File: src/rtl/ccu_cmd_parser.sv
// ccu_cmd_parser
// Frame parser between the SPI receive stage and the CCU.
// Frame format: SYNC, CMD, LEN, PAYLOAD[LEN], CHK, with CHK = XOR of CMD, LEN and payload.
// A validated frame is held for the CCU behind a valid/ready handshake. The payload
// is read through a combinational random-access port.
// Optional feature: define CCU_CMD_TIMEOUT_EN to add an inter-byte timeout and the
// err_timeout output.
//
// state | meaning
// ------+-----------------------------------------------------------
// HUNT  | dropping bytes until SYNC_BYTE is seen
// CMD   | next byte is the opcode
// LEN   | next byte is the payload length
// PAY   | collecting payload bytes into the buffer
// CHK   | next byte is the checksum
// HOLD  | validated command presented to the CCU; upstream stalled

module ccu_cmd_parser #(
    parameter logic [7:0] SYNC_BYTE      = 8'hA5,
    parameter int         MAX_LEN        = 16,
    parameter int         AW             = $clog2(MAX_LEN),
    parameter int         TIMEOUT_CYCLES = 1024
) (
    input  logic          axi_aclk,
    input  logic          axi_aresetn,
    input  logic [7:0]    s_axis_tdata,
    input  logic          s_axis_tvalid,
    output logic          s_axis_tready,
    input  logic          s_axis_tlast,
    output logic          cmd_valid,
    input  logic          cmd_ready,
    output logic [7:0]    cmd_opcode,
    output logic [7:0]    cmd_len,
    input  logic [AW-1:0] cmd_rd_addr,
    output logic [7:0]    cmd_rd_data,
    output logic          err_chk,
    output logic          err_len,
    output logic [7:0]    err_cnt
`ifdef CCU_CMD_TIMEOUT_EN
    ,
    output logic          err_timeout
`endif
);

    typedef enum logic [2:0] {
        HUNT = 3'd0,
        CMD  = 3'd1,
        LEN  = 3'd2,
        PAY  = 3'd3,
        CHK  = 3'd4,
        HOLD = 3'd5
    } state_t;

    state_t        state;
    logic [7:0]    checksum;
    logic [AW-1:0] wr_idx;
    logic [7:0]    buffer [MAX_LEN];
    logic          accept;
    logic          timeout_hit;
    logic [31:0]   rd_addr_ext;

    // tlast marks FIFO-drain boundaries upstream and carries no framing meaning.
    logic unused_tlast;
    assign unused_tlast = s_axis_tlast;

    assign accept      = s_axis_tvalid && s_axis_tready;
    assign rd_addr_ext = 32'(cmd_rd_addr);

    function automatic logic [7:0] sat_inc(input logic [7:0] v);
        return (v == 8'hFF) ? v : v + 8'd1;
    endfunction

`ifdef CCU_CMD_TIMEOUT_EN
    localparam int TW = $clog2(TIMEOUT_CYCLES + 1);
    logic [TW-1:0] to_cnt;
    logic          in_frame;

    assign in_frame    = (state == CMD) || (state == LEN) || (state == PAY) || (state == CHK);
    assign timeout_hit = in_frame && !accept && (to_cnt == TW'(TIMEOUT_CYCLES - 1));

    // Inter-byte idle counter; restarts on every accepted byte and on a timeout.
    always_ff @(posedge axi_aclk) begin
        if (!axi_aresetn) begin
            to_cnt <= '0;
        end else if (accept || !in_frame || timeout_hit) begin
            to_cnt <= '0;
        end else begin
            to_cnt <= to_cnt + 1'b1;
        end
    end
`else
    assign timeout_hit = 1'b0;
`endif

    // Framing FSM with registered handshake, header fields and error pulses.
    always_ff @(posedge axi_aclk) begin
        if (!axi_aresetn) begin
            state         <= HUNT;
            s_axis_tready <= 1'b0;
            cmd_valid     <= 1'b0;
            cmd_opcode    <= 8'h00;
            cmd_len       <= 8'h00;
            err_chk       <= 1'b0;
            err_len       <= 1'b0;
            err_cnt       <= 8'h00;
            checksum      <= 8'h00;
            wr_idx        <= '0;
`ifdef CCU_CMD_TIMEOUT_EN
            err_timeout   <= 1'b0;
`endif
        end else begin
            err_chk       <= 1'b0;
            err_len       <= 1'b0;
            s_axis_tready <= 1'b1;
`ifdef CCU_CMD_TIMEOUT_EN
            err_timeout   <= 1'b0;
`endif
            case (state)
                HUNT: begin
                    if (accept && s_axis_tdata == SYNC_BYTE) begin
                        state    <= CMD;
                        checksum <= 8'h00;
                        wr_idx   <= '0;
                    end
                end
                CMD: begin
                    if (accept) begin
                        cmd_opcode <= s_axis_tdata;
                        checksum   <= checksum ^ s_axis_tdata;
                        state      <= LEN;
                    end
                end
                LEN: begin
                    if (accept) begin
                        cmd_len  <= s_axis_tdata;
                        checksum <= checksum ^ s_axis_tdata;
                        if (s_axis_tdata > 8'(MAX_LEN)) begin
                            err_len <= 1'b1;
                            err_cnt <= sat_inc(err_cnt);
                            state   <= HUNT;
                        end else if (s_axis_tdata == 8'h00) begin
                            state <= CHK;
                        end else begin
                            state <= PAY;
                        end
                    end
                end
                PAY: begin
                    if (accept) begin
                        checksum <= checksum ^ s_axis_tdata;
                        wr_idx   <= wr_idx + 1'b1;
                        if (8'(wr_idx) == cmd_len - 8'd1) begin
                            state <= CHK;
                        end
                    end
                end
                CHK: begin
                    if (accept) begin
                        if (s_axis_tdata == checksum) begin
                            state         <= HOLD;
                            cmd_valid     <= 1'b1;
                            s_axis_tready <= 1'b0;
                        end else begin
                            err_chk <= 1'b1;
                            err_cnt <= sat_inc(err_cnt);
                            state   <= HUNT;
                        end
                    end
                end
                HOLD: begin
                    s_axis_tready <= cmd_ready;
                    if (cmd_ready) begin
                        cmd_valid <= 1'b0;
                        state     <= HUNT;
                    end
                end
                default: begin
                    state <= HUNT;
                end
            endcase
`ifdef CCU_CMD_TIMEOUT_EN
            if (timeout_hit) begin
                state       <= HUNT;
                err_timeout <= 1'b1;
                err_cnt     <= sat_inc(err_cnt);
            end
`else
            if (timeout_hit) begin
                state <= HUNT;
            end
`endif
        end
    end

    // Payload buffer; contents after reset are don't-care so it carries no reset.
    always_ff @(posedge axi_aclk) begin
        if (state == PAY && accept) begin
            buffer[wr_idx] <= s_axis_tdata;
        end
    end

    // Combinational payload read; addresses past the buffer return zero.
    always_comb begin
        cmd_rd_data = 8'h00;
        if (rd_addr_ext < 32'(MAX_LEN)) begin
            cmd_rd_data = buffer[cmd_rd_addr];
        end
    end

endmodule

File: config.mk
export PLATFORM = sky130hd
export DESIGN_NAME = ccu_cmd_parser
export DESIGN_NICKNAME = d
export VERILOG_FILES = /design/src/rtl/ccu_cmd_parser.sv
export SDC_FILE = /design/constraint.sdc
export NUM_CORES = 1
export LEC_CHECK = 0
export CORE_ASPECT_RATIO = 1.25
export CORE_UTILIZATION = 61
export CTS_BUF_LIST = sky130_fd_sc_hd__clkbuf_2 sky130_fd_sc_hd__clkbuf_4 sky130_fd_sc_hd__clkbuf_8
export DETAILED_ROUTE_END_ITERATION = 8
export PLACE_DENSITY = 0.84
export REMOVE_ABC_BUFFERS = 1
export SYNTH_ARGS = -nofsm -noshare
export SYNTH_HDL_FRONTEND = slang
export SYNTH_SLANG_ARGS = --single-unit
File: constraint.sdc
create_clock -name axi_aclk -period 3.45 [get_ports axi_aclk]
set_clock_uncertainty 0.1 [all_clocks]
set_input_delay 0.69 -clock axi_aclk [delete_from_list [all_inputs] [get_ports axi_aclk]]
set_output_delay 0.69 -clock axi_aclk [all_outputs]
set_load 0.005 [all_outputs]
==> run summary <==
================================================================================
Outcome                                                             finished, final reports clean
Number of buffers created by CTS                                              17
Detailed placer's ending HPWL                                          10,100 um
Most frequently used flop master after synthesis                    sky130_fd_sc_hd__edfxtp_1
Combinational family with the most area after synthesis             multiplexers
Capturing element type of the critical path                         primary output
Worst reg-to-reg path cell count                                               7
Critical path class                                                 input pin to primary output
Final cycle utilization of the critical path                               98.0%
Number of sinks on the clock net                                             171
Endpoint of the worst register-to-register path                         state[1]
Netlist cell types                                                            53
Max-slew headroom at the worst pin                                         50.1%
Diode count                                                                    0
Internal reg-to-reg setup slack                                           950 ps
Avg Inst Size Synth                                                    15.4 um^2
Clock tree from TritonCTS                                                  built
Final weighted congestion of routability-driven global placement           0.856
DIE WIDTH                                                                99.1 um
I/O Pins                                                                      53
Unrepaired setup endpoints after global routing                               no
Share of async-settable or async-resettable flops after synthesis             0%
DRT Pass-1 Iters                                                               5
Largest vdd supply drop                                                   221 uV
Final setup vio count                                                          0
Buffer levels on the longest clock path                                        2
Max capacitance violation total                                                0
Worst Max-Slew Pin Slew                                                   747 ps
Cell chosen for the clock root                                      sky130_fd_sc_hd__clkbuf_8
Floorplan core area                                                  11,300 um^2
Number of antenna violations at the first check in global routing              0
Data required time of the critical path                                  2660 ps
Die Height                                                                123 um
Routed wire length                                                     15,600 um
Start of the worst register-to-register path                          cmd_len[0]
Maximum level of the CTS H-tree                                                4
Die footprint                                                        12,200 um^2
Worst hold stages                                                              2
Element type at the critical path start                                input pin
Placement row count                                                           43
Area fraction in compound gates after synthesis                            4.48%
DRT iter0 DRCs                                                               256
Number of nets in the finished design                                        575
Placed cell area                                                       8060 um^2
Number of DRC violations after detailed routing                                0
Hold Vio Cnt, Final                                                            0
Post-synthesis register bit count                                            171
Sum Neg Setup Slack                                                         0 ps
Insertion delay to the later sink of the worst-skew pair                  450 ps
GRT Resource Usage Total                                                   28.2%
Final cell utilization of the core                                         75.6%
Cell area after synthesis                                              7180 um^2
Vias                                                                       4,435
Maximum number of pins on one net before global-route repair                  23
Yosys warnings                                                                 0
Maximum fanout encountered on the critical timing path                        16
Simple-Gate Fraction of Synth Area                                         9.34%
CTS Hold Buffers Added                                                         0
Final period demand of the worst path                                    3380 ps
Xor and xnor fraction of the mapped netlist area                           2.07%
Global-route wire length before repair                                 24,200 um
Timing-limited maximum frequency                                         296 MHz
Number of routed nets with antenna violations                                  0
Worst hold path class                                               register to register
Layout Cell Area excl Fill                                             8540 um^2
Clock transition at the registers of the reported paths                    90 ps
Pins over their slew limit                                                     0
Total power                                                              3.96 mW
Effective utilization at floorplan                                         63.6%
Critical Path AT                                                         2590 ps
Per-cell routed wire length                                              22.3 um
Sequential element share of the synthesized area                           65.5%
IO Port Bufs                                                                  51
Number of enable flip-flop cells after synthesis                             128
Total power divided by cell area                                     463 nW/um^2
Gate count of the mapped netlist                                             466
Leak Pwr                                                                 2.81 nW
Via count of the first global-routing pass                                 4,417
Worst Hold End                                                       checksum[0]
Multiplexer fraction of the synthesized cell area                          15.5%
Layout overhead on the synthesized area                                    18.9%
Post-synthesis adder-cell area fraction                                    1.05%
Via density per instance                                                    6.34
Overflow left after global routing                                             0
Startpoint of the most critical hold path                            checksum[0]
Proportion of layout cells with a drive suffix above 1                     21.1%
================================================================================
-- worst max-delay path by stage --
stage / end / startpoint / depth (start not counted)
finish: cmd_rd_data[6] / cmd_rd_addr[1] / 5
global route: cmd_rd_data[6] / cmd_rd_addr[1] / 5
CTS: cmd_rd_data[3] / cmd_rd_addr[1] / 5
detailed placement: cmd_rd_data[1] / cmd_rd_addr[1] / 5
global placement: cmd_rd_data[1] / cmd_rd_addr[1] / 5
floorplan: cmd_rd_data[0] / cmd_rd_addr[0] / 2
-- power breakdown --
part | internal, mW | switching [mW] | total [mW]
Clock | 0.801 | 0.737 | 1.54
Sequential | 2.20 | 0.00109 | 2.20
Combinational | 0.108 | 0.105 | 0.213
-- critical path: stages --
cell and delay, ps:
sky130_fd_sc_hd__clkdlybuf4s15_1 280, sky130_fd_sc_hd__bufbuf_16 340, sky130_fd_sc_hd__mux4_2 330, sky130_fd_sc_hd__mux4_2 470, sky130_fd_sc_hd__clkdlybuf4s50_1 470
-- registers in the layout, indices dropped and copies added, names as in the netlist --
| signal | cells |
|---|---|
| checksum | 8 |
| cmd_opcode | 8 |
| cmd_valid | 1 |
| state | 3 |
| cmd_len | 8 |
| s_axis_tready | 1 |
| buffer | 128 |
| err_len | 1 |
| err_chk | 1 |
| err_cnt | 8 |
| wr_idx | 4 |
-- through the flow --
stage,instances,setup WS (ps),hold WS (ps)
after floorplan,444,1030,369
after global placement,667,-83.4,371
after detailed placement,667,-114,388
after CTS,700,8.27,402
after global routing,700,28.3,427
final,700,70.1,400
-- Yosys cell counts (all sizes together) (2+ instances only) --
master | instances | area share [%]
buf | 11 | 1.1
or3 | 4 | 0.35
ha | 6 | 1.0
inv | 8 | 0.42
nand3 | 13 | 0.91
or4 | 4 | 0.49
and3b | 2 | 0.26
mux2i | 21 | 2.9
nor2 | 48 | 2.5
nand2 | 21 | 1.1
nand2b | 7 | 0.61
mux4 | 40 | 13
xor2 | 12 | 1.5
clkbuf | 11 | 0.57
dfxtp | 43 | 12
o21ai | 13 | 0.91
nor2b | 2 | 0.28
nor4 | 4 | 0.56
nand3b | 9 | 0.94
nor3 | 8 | 0.56
edfxtp | 128 | 54
a31oi | 3 | 0.26
a211oi | 4 | 0.42
xnor2 | 5 | 0.61
a21oi | 18 | 1.3
a211o | 2 | 0.24
a21o | 2 | 0.21
-- metal layers --
| layer | track usage [%] | share of wire (%) |
|---|---|---|
| met4 | 14.3 | 3.8 |
| met1 | 33.0 | 37 |
| met3 | 6.90 | 7.4 |
| met2 | 48.8 | 52 |
| met5 | 0 | 0 |
-- final cells by class --
| type | instances | area (um^2) |
|---|---|---|
| Timing Repair Buffer | 89 | 866 |
| Fill cell | 668 | 2760 |
| Sequential cell | 171 | 4700 |
| Tap cell | 135 | 169 |
| Clock inverter | 15 | 211 |
| Inverter | 8 | 30.0 |
| Clock buffer | 17 | 234 |
| Multi-Input combinational cell | 265 | 2330 |
-- cells by family after synthesis --
| kind of cell | after synthesis |
|---|---|
| AO/OA/AOI/OAI | 52 |
| XOR/XNOR | 17 |
| adder cells (fa/ha/maj) | 6 |
| buffers and inverters | 30 |
| flip-flops | 171 |
| multiplexers | 61 |
| AND/OR/NAND/NOR | 129 |
-- cell usage in the layout (no fill, tap or decap), types with 4 or more instances in the layout --
master	n
sky130_fd_sc_hd__a21oi_1	18
sky130_fd_sc_hd__nand3b_1	9
sky130_fd_sc_hd__nand3_1	13
sky130_fd_sc_hd__clkbuf_8	17
sky130_fd_sc_hd__buf_4	33
sky130_fd_sc_hd__ha_1	6
sky130_fd_sc_hd__clkinvlp_4	4
sky130_fd_sc_hd__nand2b_1	7
sky130_fd_sc_hd__xnor2_1	5
sky130_fd_sc_hd__nor3_1	8
sky130_fd_sc_hd__bufinv_16	4
sky130_fd_sc_hd__a211oi_1	4
sky130_fd_sc_hd__nor2_1	47
sky130_fd_sc_hd__mux4_2	40
sky130_fd_sc_hd__o21ai_0	13
sky130_fd_sc_hd__nand2_1	21
sky130_fd_sc_hd__edfxtp_1	128
sky130_fd_sc_hd__or3_1	4
sky130_fd_sc_hd__inv_1	8
sky130_fd_sc_hd__xor2_1	12
sky130_fd_sc_hd__mux2i_1	21
sky130_fd_sc_hd__inv_6	5
sky130_fd_sc_hd__clkdlybuf4s50_1	49
sky130_fd_sc_hd__buf_12	4
sky130_fd_sc_hd__dfxtp_1	43
-- timing repair --
item | 4_1_cts | 5_1_grt
gates cloned | 1 | 0
resized for setup | 1 | 1
buffers inserted | 0 | 0
endpoints found under the setup margin | 8 | 2
No activity file was read; power rests on OpenSTA's default activity.
